--- src/rtl/hdmi_di_packet_rx.sv ---
`default_nettype none
// ============================================================================
// Module   : hdmi_di_packet_rx
// Purpose  : Reassembles 32-pixel HDMI data-island packets from TERC4 nibbles.
//            Optional BCH check: define HDMI_DI_ECC_CHECK_EN.
// Revision : 1.0
// ============================================================================
module hdmi_di_packet_rx #(
  parameter int PKT_LEN = 32,
  parameter int CNT_W   = 5
) (
  input  logic        p_clk,
  input  logic        reset,
  input  logic        di_active,
  input  logic [3:0]  blue_di,
  input  logic [3:0]  green_di,
  input  logic [3:0]  red_di,
  output logic        pkt_valid,
  output logic [31:0] pkt_header,
  output logic [63:0] pkt_sub0,
  output logic [63:0] pkt_sub1,
  output logic [63:0] pkt_sub2,
  output logic [63:0] pkt_sub3,
  output logic        frame_err,
  output logic [4:0]  ecc_err,
  output logic [7:0]  pkt_count
);

  localparam logic [CNT_W-1:0] C_LAST_PIX = CNT_W'(PKT_LEN - 1);
  localparam logic [CNT_W-1:0] C_ONE      = CNT_W'(1);

  typedef enum logic [0:0] {
    ST_IDLE    = 1'b0,
    ST_COLLECT = 1'b1
  } state_t;

  state_t           r_state;
  logic [CNT_W-1:0] r_cnt;
  logic [30:0]      r_hdr_asm;
  logic [61:0]      r_sub_asm [4];

  logic             w_start;
  logic             w_take;
  logic             w_last;
  logic [31:0]      w_hdr_next;
  logic [3:0][63:0] w_sub_next;
  logic             w_unused_sync;

  // hsync/vsync ride along on blue[1:0] but carry nothing for packet assembly
  assign w_unused_sync = ^blue_di[1:0];

  always_comb begin
    w_start    = di_active & ~blue_di[3];
    w_take     = di_active & (w_start | ((r_state == ST_COLLECT) && (r_cnt != '0)));
    w_last     = w_take & ~w_start & (r_cnt == C_LAST_PIX);
    w_hdr_next = {blue_di[2], r_hdr_asm};
  end

  // Shift in from the top so pixel 0 ends up in bit 0 after a full packet
  generate
    for (genvar k = 0; k < 4; k++) begin : g_sub
      assign w_sub_next[k] = {red_di[k], green_di[k], r_sub_asm[k]};
    end
  endgenerate

  always_ff @(posedge p_clk) begin
    if (reset) begin
      r_state    <= ST_IDLE;
      r_cnt      <= '0;
      r_hdr_asm  <= '0;
      for (int k = 0; k < 4; k++) r_sub_asm[k] <= '0;
      pkt_valid  <= 1'b0;
      frame_err  <= 1'b0;
      pkt_header <= '0;
      pkt_sub0   <= '0;
      pkt_sub1   <= '0;
      pkt_sub2   <= '0;
      pkt_sub3   <= '0;
      pkt_count  <= '0;
    end else begin
      pkt_valid <= 1'b0;
      frame_err <= 1'b0;

      if (w_take) begin
        r_hdr_asm <= w_hdr_next[31:1];
        for (int k = 0; k < 4; k++) r_sub_asm[k] <= w_sub_next[k][63:2];
      end

      case (r_state)
        ST_IDLE: begin
          if (w_start) begin
            r_cnt   <= C_ONE;
            r_state <= ST_COLLECT;
          end
        end
        ST_COLLECT: begin
          if (!di_active) begin
            // Counter at 0 means the island ended cleanly on a packet boundary
            frame_err <= (r_cnt != '0);
            r_cnt     <= '0;
            r_state   <= ST_IDLE;
          end else if (w_start) begin
            frame_err <= (r_cnt != '0);
            r_cnt     <= C_ONE;
          end else if (r_cnt == '0) begin
            r_state <= ST_IDLE;
          end else if (w_last) begin
            r_cnt      <= '0;
            pkt_valid  <= 1'b1;
            pkt_header <= w_hdr_next;
            pkt_sub0   <= w_sub_next[0];
            pkt_sub1   <= w_sub_next[1];
            pkt_sub2   <= w_sub_next[2];
            pkt_sub3   <= w_sub_next[3];
            pkt_count  <= pkt_count + 8'd1;
          end else begin
            r_cnt <= r_cnt + C_ONE;
          end
        end
        default: begin
          r_state <= ST_IDLE;
          r_cnt   <= '0;
        end
      endcase
    end
  end

`ifdef HDMI_DI_ECC_CHECK_EN
  localparam logic [CNT_W-1:0] C_HDR_DATA_PIX = CNT_W'(24);
  localparam logic [CNT_W-1:0] C_SUB_DATA_PIX = CNT_W'(28);

  function automatic logic [7:0] bch_step(input logic [7:0] s, input logic d);
    logic fb;
    fb = d ^ s[0];
    return (s >> 1) ^ (fb ? 8'h83 : 8'h00);
  endfunction

  logic [CNT_W-1:0] w_pix_idx;
  logic [7:0]       r_hdr_lfsr;
  logic [7:0]       w_hdr_lfsr_base;
  logic [7:0]       w_hdr_lfsr_next;
  logic [3:0][7:0]  r_sub_lfsr;
  logic [3:0][7:0]  w_sub_lfsr_base;
  logic [3:0][7:0]  w_sub_lfsr_next;
  logic [4:0]       w_ecc_err;
  logic [4:0]       r_ecc_err;

  // A start nibble always restarts the LFSRs, even mid-packet
  always_comb begin
    w_pix_idx       = w_start ? '0 : r_cnt;
    w_hdr_lfsr_base = w_start ? 8'h00 : r_hdr_lfsr;
    w_hdr_lfsr_next = (w_pix_idx < C_HDR_DATA_PIX) ?
                      bch_step(w_hdr_lfsr_base, blue_di[2]) : w_hdr_lfsr_base;
  end

  assign w_ecc_err[0] = (w_hdr_lfsr_next != w_hdr_next[31:24]);

  generate
    for (genvar k = 0; k < 4; k++) begin : g_sub_ecc
      assign w_sub_lfsr_base[k] = w_start ? 8'h00 : r_sub_lfsr[k];
      assign w_sub_lfsr_next[k] = (w_pix_idx < C_SUB_DATA_PIX) ?
                                  bch_step(bch_step(w_sub_lfsr_base[k], green_di[k]), red_di[k]) :
                                  w_sub_lfsr_base[k];
      assign w_ecc_err[1+k]     = (w_sub_lfsr_next[k] != w_sub_next[k][63:56]);
    end
  endgenerate

  always_ff @(posedge p_clk) begin
    if (reset) begin
      r_hdr_lfsr <= '0;
      r_sub_lfsr <= '0;
      r_ecc_err  <= '0;
    end else begin
      if (w_take) begin
        r_hdr_lfsr <= w_hdr_lfsr_next;
        r_sub_lfsr <= w_sub_lfsr_next;
      end
      if (w_last) r_ecc_err <= w_ecc_err;
    end
  end

  assign ecc_err = r_ecc_err;
`else
  assign ecc_err = '0;
`endif

endmodule
`default_nettype wire

--- config.mk ---
export PLATFORM = sky130hd
export DESIGN_NAME = hdmi_di_packet_rx
export DESIGN_NICKNAME = d
export VERILOG_FILES = /design/src/rtl/hdmi_di_packet_rx.sv
export SDC_FILE = /design/constraint.sdc
export NUM_CORES = 1
export LEC_CHECK = 0
export ABC_CLOCK_PERIOD_IN_PS = 8900
export BUFFER_PORTS_ARGS = -buffer_cell sky130_fd_sc_hd__clkbuf_2
export CAP_MARGIN = 25
export CORE_MARGIN = 5
export CORE_UTILIZATION = 51
export CTS_CLUSTER_SIZE = 25
export DETAILED_ROUTE_END_ITERATION = 7
export PLACE_DENSITY = 0.82
export SLEW_MARGIN = 0
export SYNTH_ARGS = -nofsm -noshare
export SYNTH_HDL_FRONTEND = slang
export SYNTH_SLANG_ARGS = --single-unit
--- constraint.sdc ---
create_clock -name p_clk -period 8.9 [get_ports p_clk]
set_input_delay 1.335 -clock p_clk [delete_from_list [all_inputs] [get_ports p_clk]]
set_output_delay 1.335 -clock p_clk [all_outputs]
set_load 0.03 [all_outputs]
# Word level (Yosys, flattened, before mapping)
# Memory sizes are Yosys's and may differ from the RTL's.
# Index checks and enable logic that the tools add are counted.
# Widths: inputs -> output; s select.
[totals]
elab_cells = 61
ram_bits = 248
inputBits = 15
ff_bits = 335
n_memories = 1
out_inout_bits = 303
[op_classes]
n_mux = 23
eq_ne = 3
n_reduce_logical = 7
n_addsub = 2
n_bitwise = 14
[mem_list]
columns = ["name", "depth", "word_bits", "rd", "rd_clocked_by_memory_dff", "write_ports", "line", "rtl"]
rows = [
  ["r_sub_asm", 4, 62, 4, 0, 4, "40", "logic [61:0] r_sub_asm [4];"],
]
[op_table]
columns = ["op", "count"]
rows = [
  ["$mux 62", 4],
  ["$mux 5", 5],
  ["$mux 1", 12],
  ["$pmux 5 s2", 1],
  ["$add 8x1->8 const B", 1],
  ["$add 5x1->5 const B", 1],
  ["$eq 5x5->1 const B", 1],
  ["$logic_not 5->1", 1],
  ["$not 1->1", 5],
  ["$or 1x1->1", 5],
  ["$reduce_and 5->1", 1],
  ["$reduce_bool 5->1", 1],
  ["$reduce_or 5->1", 1],
  ["$and 1x1->1", 4],
  ["$ne 4x4->1 const B", 1],
  ["$ne 2x2->1 const B", 1],
  ["$pmux 1 s2", 1],
  ["$reduce_and 2->1", 1],
  ["$reduce_or 2->1", 1],
  ["$logic_and 1x1->1", 1],
]

# Depth between registers and ports, before layout
# Gate-level depths: netlist (run 1).
[logic_depth]
depth_word = 11
ltp_mapped = 11
mapped_depth_nobuf = 7

# Worst setup path after synthesis (run 1)
# Ideal clock, no wire load.
[synth_timing]
kind = "input -> register"
start = "input port reset"
end = "memory r_sub_asm[0][0], enable pin"
path_slack_ps = 475
setup_ps = 654
required_time_ps = 8246
cell_stages = 3
arrival_time_ps = 7772
path_buffers = 2
cell_sequence = "clkbuf_1 clkbuf_1 nand2b_1"
[synth_lines]
columns = ["item", "line", "rtl"]
rows = [
  ["start: declaration", "13", "input logic reset,"],
  ["end: declaration", "40", ""],
]

==> impl_metrics.json, run 1 <==
{
  "min_from": "pkt_sub3[61]",
  "rsz0062_at_grt": "no",
  "core_area_um2": 40900,
  "cts_tree": "built",
  "syn-instance-count": 1974,
  "overflow": 0,
  "fillers": 3168,
  "finalPower_uw": 5440,
  "grt_max_degree": 190,
  "cap_violations": 0,
  "setup_viol": 0,
  "cts_buffers": 57,
  "seq_area_um2": 14200,
  "ys_seq_area_frac": 0.668,
  "timing.rr.start": "r_cnt[0]",
  "chipWidth_um": 214,
  "required_ps": 9110,
  "synthMuxAreaShare": 0.0146,
  "clock_skew_ps": 19.8,
  "fp-row-count": 74,
  "hold-path-cell-count": 2,
  "cts_root_buf": "clkbuf_16",
  "setup.worst_path.start_class": "input port",
  "synth_compound_area_frac": 0.0750,
  "drt_iter0_drc": 1177,
  "synth_area_um2": 21200,
  "relSlewSlack": 0.229,
  "start_util": 0.518,
  "max_freq_mhz": 279,
  "area_growth_pct": 16.6,
  "status": "finished clean",
  "layout.nets": 2239,
  "netSwitchingPower_uw": 1120,
  "hold_viol_final": 0,
  "synth_top_family_by_area": "simple AND/OR/NAND/NOR gates",
  "utilization": 0.604,
  "antenna_left": 0,
  "synth_fa_ha_area_frac": 0.00236,
  "synth_top_cell_by_area": "edfxtp_1",
  "leakagePower_uw": 0.00958,
  "cts_max_level": 2,
  "intPower_uw": 4320,
  "worstSetupPathType": "in -> reg",
  "synth_xor_area_frac": 0.00165,
  "multi_input_area_um2": 6180,
  "clock-sinks": 583,
  "drt_first_pass_iters": 5,
  "synth_area_leaders": "edfxtp_1 (35%), dfxtp_1 (32%), nand2_1 (10%), and2_1 (7.4%), a21oi_1 (7.0%)",
  "finalCritPeriodShare": 0.403,
  "synth_seq_cells": 583,
  "r2r_cells": 8,
  "layout-drive-gt1-share": 0.185,
  "synth.avg_cell_area_um2": 10.7,
  "grt_pass1_vias": 14100,
  "clock_latency_ps": 590,
  "path_max_fanout": 189,
  "cts.path.max_buffers": 3,
  "track_usage": 0.197,
  "p_seq_frac": 0.533,
  "power_frac_comb": 0.021,
  "path_clk_slew_ps": 60,
  "synthSimpleGateAreaFrac": 0.196,
  "wl_per_cell_um": 16.6,
  "worst_pin_slew_ps": 1160,
  "antenna_found_initial": 2,
  "cts-resized-gates": 0,
  "power_density_nw_per_um2": 220,
  "worst_setup_path_end_kind": "flip-flop",
  "num_vias": 14500,
  "slew_viol_final": 0,
  "hp-class": "reg -> reg",
  "io_pins": 318,
  "gp_congestion": 0.789,
  "grt_pass1_wl_um": 73800,
  "tns_ps": 0,
  "routed_wl_um": 46400,
  "synth_cell_types": 36,
  "synth_warnings": 0,
  "io_buffers": 310,
  "ir_worst_vdd_mv": 0.185,
  "p_clk_frac": 0.446,
  "postCtsSetupBuffers": 0,
  "critPathArrivalTime_ps": 3790,
  "drc": 0,
  "synth_top_area_share": 0.352,
  "startpoint": "reset",
  "die_area_um2": 45700,
  "final.min_clock_period_ps": 3580,
  "p_sw_frac": 0.206,
  "cts_hold_buf": 0,
  "hpwl_um": 27800,
  "fp.dieH_um": 214,
  "vias_per_cell": 5.19
}
## cells in the mapped netlist
cell type    n
a211o_1      1
a211oi_1     2
a211oi_2     2
a21o_1       1
a21oi_1    297
a221oi_1     1
a22oi_1      1
and2_1     249
and3_1       6
buf_2       23
buf_4       22
buf_6       31
clkbuf_1    64
conb_1       1
dfxtp_1    335
edfxtp_1   248
ha_1         4
inv_1        3
mux2i_1     31
nand2_1    584
nand2b_1    34
nand3_1      6
nand3_4      1
nand4_1      3
nand4_2      1
nand4b_1     1
nor2_1       7
nor2b_1      2
o211ai_1     1
o21ai_0      3
o31ai_1      1
or3_1        1
or4_1        2
or4b_4       1
xnor2_1      1
xor2_1       3
## routing by layer
metal | share of wire | track usage | vias to the layer above
met2 | 0.49 | 0.322 | 401
met4 | 0.021 | 0.0557 | 2
met5 | 0.00022 | 0 | -
met3 | 0.067 | 0.0445 | 79
li1 | - | - | 7013
met1 | 0.42 | 0.266 | 7051
## layout by cell type, fill, tap and decap left out, types with 4 or more instances in the layout
| master | synthesis | final |
|---|---|---|
| a21oi_1 | 297 | 297 |
| and2_1 | 249 | 249 |
| and3_1 | 6 | 5 |
| buf_4 | 22 | 7 |
| clkbuf_1 | 64 | 18 |
| clkbuf_16 | 0 | 65 |
| clkbuf_2 | 0 | 309 |
| clkbuf_8 | 0 | 5 |
| clkinv_2 | 0 | 11 |
| conb_1 | 1 | 5 |
| dfxtp_1 | 335 | 335 |
| edfxtp_1 | 248 | 248 |
| ha_1 | 4 | 4 |
| mux2i_1 | 31 | 31 |
| nand2_1 | 584 | 584 |
| nand2b_1 | 34 | 33 |
| nand3_1 | 6 | 6 |
| nor2_1 | 7 | 7 |
## layout make-up
cell class,count,area share
well taps,532,0.0269
clock inverters,20,0.00689
diodes,1,0.000101
inverters,3,0.000456
multi-input cells,1252,0.250
repair buffers,323,0.0711
clock buffers,88,0.0714
flip-flops and latches,583,0.573
## flip-flops by register name, summed over array words and instances (netlist names)
signal and count:
pkt_sub0 64, pkt_valid 1, r_cnt 5, r_sub_asm 248, r_hdr_asm 31, pkt_sub3 64, frame_err 1, pkt_sub2 64
r_state 1, pkt_count 8, pkt_sub1 64, pkt_header 32
## critical path, stage by stage
cell,delay [ps]
buf_8,610
nand2b_4,800
buf_12,690
## power by group through the flow
stage                     Clock (uW)  Combinational (uW)  Sequential (uW)
final                           2430                 113             2900
after detailed placement           0                 114             2960
after global placement             0                 109             2960
after global routing            2600                 125             2910
after floorplan                    0                85.1             2960
after CTS                       2470                 115             2900
## cells by family after synthesis
family,after synthesis
mux,31
buf+inv,143
compound gates,310
flops,583
other cells,1
simple gates,898
xor+xnor,4
fa+ha+maj,4
## path summary, 6_finish.rpt
kind	end	slack, ps
max	r_sub_asm[1][39]	5320
min	pkt_sub3[61]	450
max reg2reg	pkt_header[27]	5370
min reg2reg	pkt_sub3[61]	450
## through the flow
step | cell area (um2) | std cells | hold slack, ps | setup slack [ps]
floorplan | 21200 | 1978 | 432 | 475
global placement | 22700 | 2690 | 442 | 4750
detailed placement | 22700 | 2691 | 441 | 4690
CTS | 24600 | 2799 | 454 | 5330
global route | 24700 | 2802 | 467 | 5120
finish | 24700 | 2802 | 453 | 5320
Note: power is estimated with default switching activity, not from simulation.
==> run 2, diff against run 1 <==
- ABC_CLOCK_PERIOD_IN_PS: 8900 -> 3420
- CORE_UTILIZATION: 51 -> 56
- PLACE_DENSITY: 0.82 -> 0.86
- clock period: 8.9 -> 3.42 ns (I/O delays scaled with it)
==> run 2 against run 1 <==
Critical endpoint is now pkt_sub1[32]; cell count shrank 0.54%; routed wire length rose by 2.2%; count of clock-buffer cells in the layout shrank 11; power rose to 2.6 times the previous value; critical path depth is 5 higher; clock power up 150%; first-iteration DRC count shrank 20%.
==> impl_metrics.json, run 2 (synthesis results as in run 1) <==
{
  "cts.path.max_buffers": 3,
  "p_sw_frac": 0.212,
  "power_density_nw_per_um2": 562,
  "chipWidth_um": 204,
  "top_register": "r_sub_asm",
  "p_seq_frac": 0.544,
  "die_area_um2": 41800,
  "layout_commonest_cell": "nand2_1",
  "final_cell_mix": "nand2_1 (583), dfxtp_1 (334), clkbuf_2 (309), a21oi_1 (297), and2_1 (249)",
  "fillers": 2685,
  "gp_congestion": 0.816,
  "max_stage_delay_ps": 520,
  "worst_pin_slew_ps": 1250,
  "io_buffers": 310,
  "clock_skew_ps": 19.3,
  "status": "finished clean",
  "hp-class": "in -> reg",
  "finalCritPeriodShare": 0.778,
  "relSlewSlack": 0.167,
  "leakagePower_uw": 0.00963,
  "cts-resized-gates": 0,
  "setup_viol": 0,
  "wl_per_cell_um": 17.0,
  "place_ws_ps": 828,
  "max_freq_mhz": 376,
  "drt_iter0_drc": 939,
  "netSwitchingPower_uw": 2940,
  "intPower_uw": 10900,
  "diodes": 0,
  "fp.dieH_um": 204,
  "final.min_clock_period_ps": 2660,
  "finalNonFillerCells": 2787,
  "grt_pass1_vias": 14300,
  "fin_ws_ps": 758,
  "hold_viol_final": 0,
  "slew_viol_final": 0,
  "largest_reg_flops": 248,
  "grt_pass1_wl_um": 75100,
  "routed_wl_um": 47400,
  "cts_hold_buf": 0,
  "cap_violations": 0,
  "io_pins": 318,
  "overflow": 0,
  "core_area_um2": 37500,
  "antenna_left": 0,
  "holdWs_ps": 164,
  "worstPathCellList": "ha_1, and3_1, ha_1, and3_1, and3_4, buf_4, nand2_1, a21oi_1",
  "track_usage": 0.220,
  "worst_setup_path_end_kind": "flip-flop",
  "hpwl_um": 28300,
  "worstSetupPathType": "reg -> reg",
  "drc": 0,
  "critPathArrivalTime_ps": 3150,
  "vias_per_cell": 5.32,
  "tns_ps": 0,
  "p_clk_frac": 0.434,
  "cts_max_level": 2,
  "ir_worst_vdd_mv": 0.416,
  "clock-sinks": 583,
  "cts_tree": "built",
  "rsz0062_at_grt": "no",
  "antenna_found_initial": 0,
  "crit_slowest_cell": "and3_4",
  "path_max_fanout": 29,
  "setup.worst_path.start_class": "flip-flop",
  "path_clk_slew_ps": 70,
  "num_vias": 14800,
  "power_frac_comb": 0.022,
  "start_util": 0.565,
  "layout-drive-gt1-share": 0.192,
  "postCtsSetupBuffers": 0,
  "required_ps": 3910,
  "cts_buffers": 56,
  "layout.nets": 2247,
  "area_growth_pct": 16.7,
  "fp-row-count": 71,
  "clock_latency_ps": 590,
  "dp_cells": 2681,
  "cts_root_buf": "clkbuf_16",
  "grt_max_degree": 227,
  "drt_first_pass_iters": 5,
  "finalPower_uw": 13900
}
run 2: final timing paths:
path	cells after the start	start	slack (ps)	to
max reg2reg	8	r_cnt[1]	760	pkt_sub1[32]
min reg2reg	2	r_hdr_asm[5]	450	pkt_header[5]
max	8	r_cnt[1]	760	pkt_sub1[32]
min	3	green_di[0]	160	pkt_sub0[62]
run 2: layout make-up:
| cell class | instances | area (um2) | share of cell area |
|---|---|---|---|
| Multi-Input combinational cell | 1252 | 6190 | 0.251 |
| Clock buffer | 77 | 1620 | 0.0656 |
| Clock inverter | 29 | 194 | 0.00785 |
| Tap cell | 511 | 639 | 0.0259 |
| Sequential cell | 583 | 14200 | 0.573 |
| Timing Repair Buffer | 332 | 1900 | 0.0770 |
| Inverter | 3 | 11.3 | 0.000456 |
run 2: per-layer routing:
| layer | vias to the layer above | wire length (um) | GRT usage |
|---|---|---|---|
| li1 | 7017 | - | - |
| met1 | 7193 | 19900 | 0.298 |
| met2 | 536 | 23100 | 0.363 |
| met3 | 70 | 3380 | 0.0445 |
| met4 | 0 | 977 | 0.0660 |
| met5 | - | 0 | 0 |
run 2: critical path, delay by kind of cell, from the launching register on:
family / cells / cell delay (ps)
AND/OR/NAND/NOR: 4 / 1140
flip-flops: 1 / 380
buffers and inverters: 1 / 400
adder cells (fa/ha/maj): 2 / 440
AO/OA/AOI/OAI: 1 / 200
run 2: power by group through the flow:
| stage | logic [uW] | registers [uW] | clock network, uW |
|---|---|---|---|
| final | 309 | 7560 | 6030 |
| after global routing | 335 | 7570 | 6460 |
| after CTS | 312 | 7550 | 6130 |
| after detailed placement | 310 | 7690 | 0 |
| after global placement | 301 | 7690 | 0 |
| after floorplan | 225 | 7670 | 0 |
run 2: stage by stage:
stage / area [um2] / util
finish: 24700 / 0.659
floorplan: 21200 / -
CTS: 24700 / 0.659
global placement: 22900 / 0.611
global route: 24700 / 0.659
detailed placement: 22900 / 0.611
==> run 3, diff against run 2 <==
- ABC_CLOCK_PERIOD_IN_PS: 3420 -> 2600
- clock period: 3.42 -> 2.6 ns (I/O delays scaled with it)
==> run 3 against run 2 <==
Clock skew shrank 3.0 ps; combinational power grew 29%; core utilization grew 0.32 points; cell count grew 0.11%; setup slack lost 600 ps; critical path depth grew 1; power grew 32%; maximum frequency grew 9.0%; clock power grew 32%; hold slack lost 120 ps; sequential share of layout area shrank 0.28 points; non-clock buffer count grew 9; critical path type unchanged; critical endpoint is now pkt_sub0[57]; highest routed layer unchanged.
==> impl_metrics.json, run 3 (synthesis results as in run 1) <==
{
  "status": "finished clean",
  "layout_commonest_cell": "nand2_1",
  "min_to": "pkt_header[31]",
  "io_buffers": 310,
  "worstSetupPathType": "reg -> reg",
  "max_stage_delay_ps": 400,
  "gp_congestion": 0.796,
  "vias_per_cell": 5.31,
  "top_register": "r_sub_asm",
  "finalNonFillerCells": 2790,
  "hp-class": "in -> reg",
  "start_util": 0.565,
  "crit_family": "simple AND/OR/NAND/NOR gates",
  "hold_viol_final": 0,
  "power_density_nw_per_um2": 736,
  "hold-path-cell-count": 3,
  "grt_pass1_wl_um": 74600,
  "cts_max_level": 2,
  "cts_buffers": 54,
  "io_pins": 318,
  "cts_root_buf": "clkbuf_16",
  "clock-sinks": 583,
  "antenna_found_initial": 0,
  "path_max_fanout": 35,
  "worst_setup_path_end_kind": "flip-flop",
  "drc": 0,
  "leakagePower_uw": 0.00964,
  "area_growth_pct": 17.2,
  "num_vias": 14800,
  "diodes": 0,
  "crit_slowest_cell": "dfxtp_1",
  "utilization": 0.662,
  "fp-row-count": 71,
  "drt_iter0_drc": 1061,
  "ff2ff_setup_slack_ps": 160,
  "path_clk_slew_ps": 60,
  "final_cell_mix": "nand2_1 (583), dfxtp_1 (334), clkbuf_2 (309), a21oi_1 (297), and2_1 (249)",
  "r2r_cells": 9,
  "antenna_left": 0,
  "die_area_um2": 41800,
  "required_ps": 3080,
  "hpwl_um": 28900,
  "setup.worst_path.start_class": "flip-flop",
  "startpoint": "r_cnt[1]",
  "wl_per_cell_um": 16.8,
  "critPathBufInv": 2,
  "chipWidth_um": 204,
  "ir_worst_vdd_mv": 0.517,
  "clock_skew_ps": 16.3,
  "final.min_clock_period_ps": 2440,
  "clock_latency_ps": 590,
  "track_usage": 0.218,
  "finalCritPeriodShare": 0.940,
  "worst_pin_slew_ps": 1290,
  "fp.dieH_um": 204,
  "cts_hold_buf": 0,
  "dp_cells": 2690,
  "cap_violations": 0,
  "min_from": "blue_di[2]",
  "core_area_um2": 37500,
  "cts_tree": "built",
  "postCtsSetupBuffers": 0,
  "cts.path.max_buffers": 3,
  "largest_reg_flops": 248,
  "max_freq_mhz": 409,
  "r2r_end": "pkt_sub0[57]",
  "overflow": 0,
  "routed_wl_um": 46900,
  "layout-drive-gt1-share": 0.188,
  "slew_viol_final": 0,
  "worstPathCellList": "ha_1, and3_1, ha_1, and3_1, and3_4, buf_4, buf_12, nand2_1, a21oi_1",
  "rsz0062_at_grt": "no",
  "relSlewSlack": 0.137,
  "grt_max_degree": 253,
  "drt_first_pass_iters": 5,
  "critPathArrivalTime_ps": 2930,
  "grt_pass1_vias": 14400,
  "layout.nets": 2254,
  "timing.rr.start": "r_cnt[1]",
  "setup_viol": 0
}
-- run 3: cell count changes in the layout (fill, tap and decap cells not counted), moves of 2 or more --
cell | previous run | this run
bufinv_16 | 1 | 4
clkinv_1 | 3 | 5
clkinvlp_4 | 0 | 3
inv_4 | 4 | 1
clkinv_2 | 15 | 5
clkbuf_8 | 12 | 5
clkbuf_1 | 8 | 17
inv_6 | 4 | 0
buf_4 | 8 | 11
buf_12 | 14 | 19
-- run 3: worst max path at each step --
stage | cells past startpoint | endpoint
finish | 9 | pkt_sub0[57]
global route | 9 | pkt_sub0[33]
CTS | 9 | pkt_sub1[47]
detailed placement | 9 | pkt_sub1[49]
global placement | 7 | r_sub_asm[1][10]
floorplan | 8 | r_sub_asm[0][0]
-- run 3: timing repair --
action / in CTS / in global routing
hold endpoints to repair: 0 / 0
setup endpoints to repair: 0 / 19
resized for setup: 0 / 1
-- run 3: final cells by class --
class	count	area, um2
fill	2682	12700
inverter	3	11.3
tap	511	639
timing repair buffer	341	2040
clock inverter	20	218
sequential	583	14200
clock buffer	80	1580
multi-input combinational	1252	6190
-- run 3: metrics by stage --
| step | cell area [um2] | setup slack [ps] | TNS (ps) | total power (uW) | hold WS (ps) |
|---|---|---|---|---|---|
| 2_1_floorplan | 21200 | -790 | -195890 | 10400 | 432 |
| 6_report | 24800 | 157 | 0 | 18300 | 45.6 |
| 5_1_grt | 24800 | 7.76 | 0 | 18900 | 32.7 |
| 4_1_cts | 24800 | 122 | 0 | 18400 | 11.0 |
| 3_3_place_gp | 23000 | 302 | 0 | 10500 | 441 |
| 3_5_place_dp | 23000 | 162 | 0 | 10500 | 447 |
-- run 3: power by group --
part,switching (uW),internal [uW]
registers,128,9800
clock network,3330,4630
logic,291,108
-- run 3: routing by layer --
| metal | track usage | wire length [um] | vias to the layer above |
|---|---|---|---|
| met5 | 0 | 0 | - |
| li1 | - | - | 7028 |
| met1 | 0.289 | 19500 | 7187 |
| met4 | 0.0660 | 1060 | 0 |
| met3 | 0.0426 | 3250 | 76 |
| met2 | 0.366 | 23100 | 511 |
-- run 3: worst reg2reg max path: stages (launching register included) --
cell     delay, ps
dfxtp_1        400
ha_1           230
and3_1         190
ha_1           210
and3_1         360
and3_4         260
buf_4          210
buf_12         220
nand2_1        110
a21oi_1        180
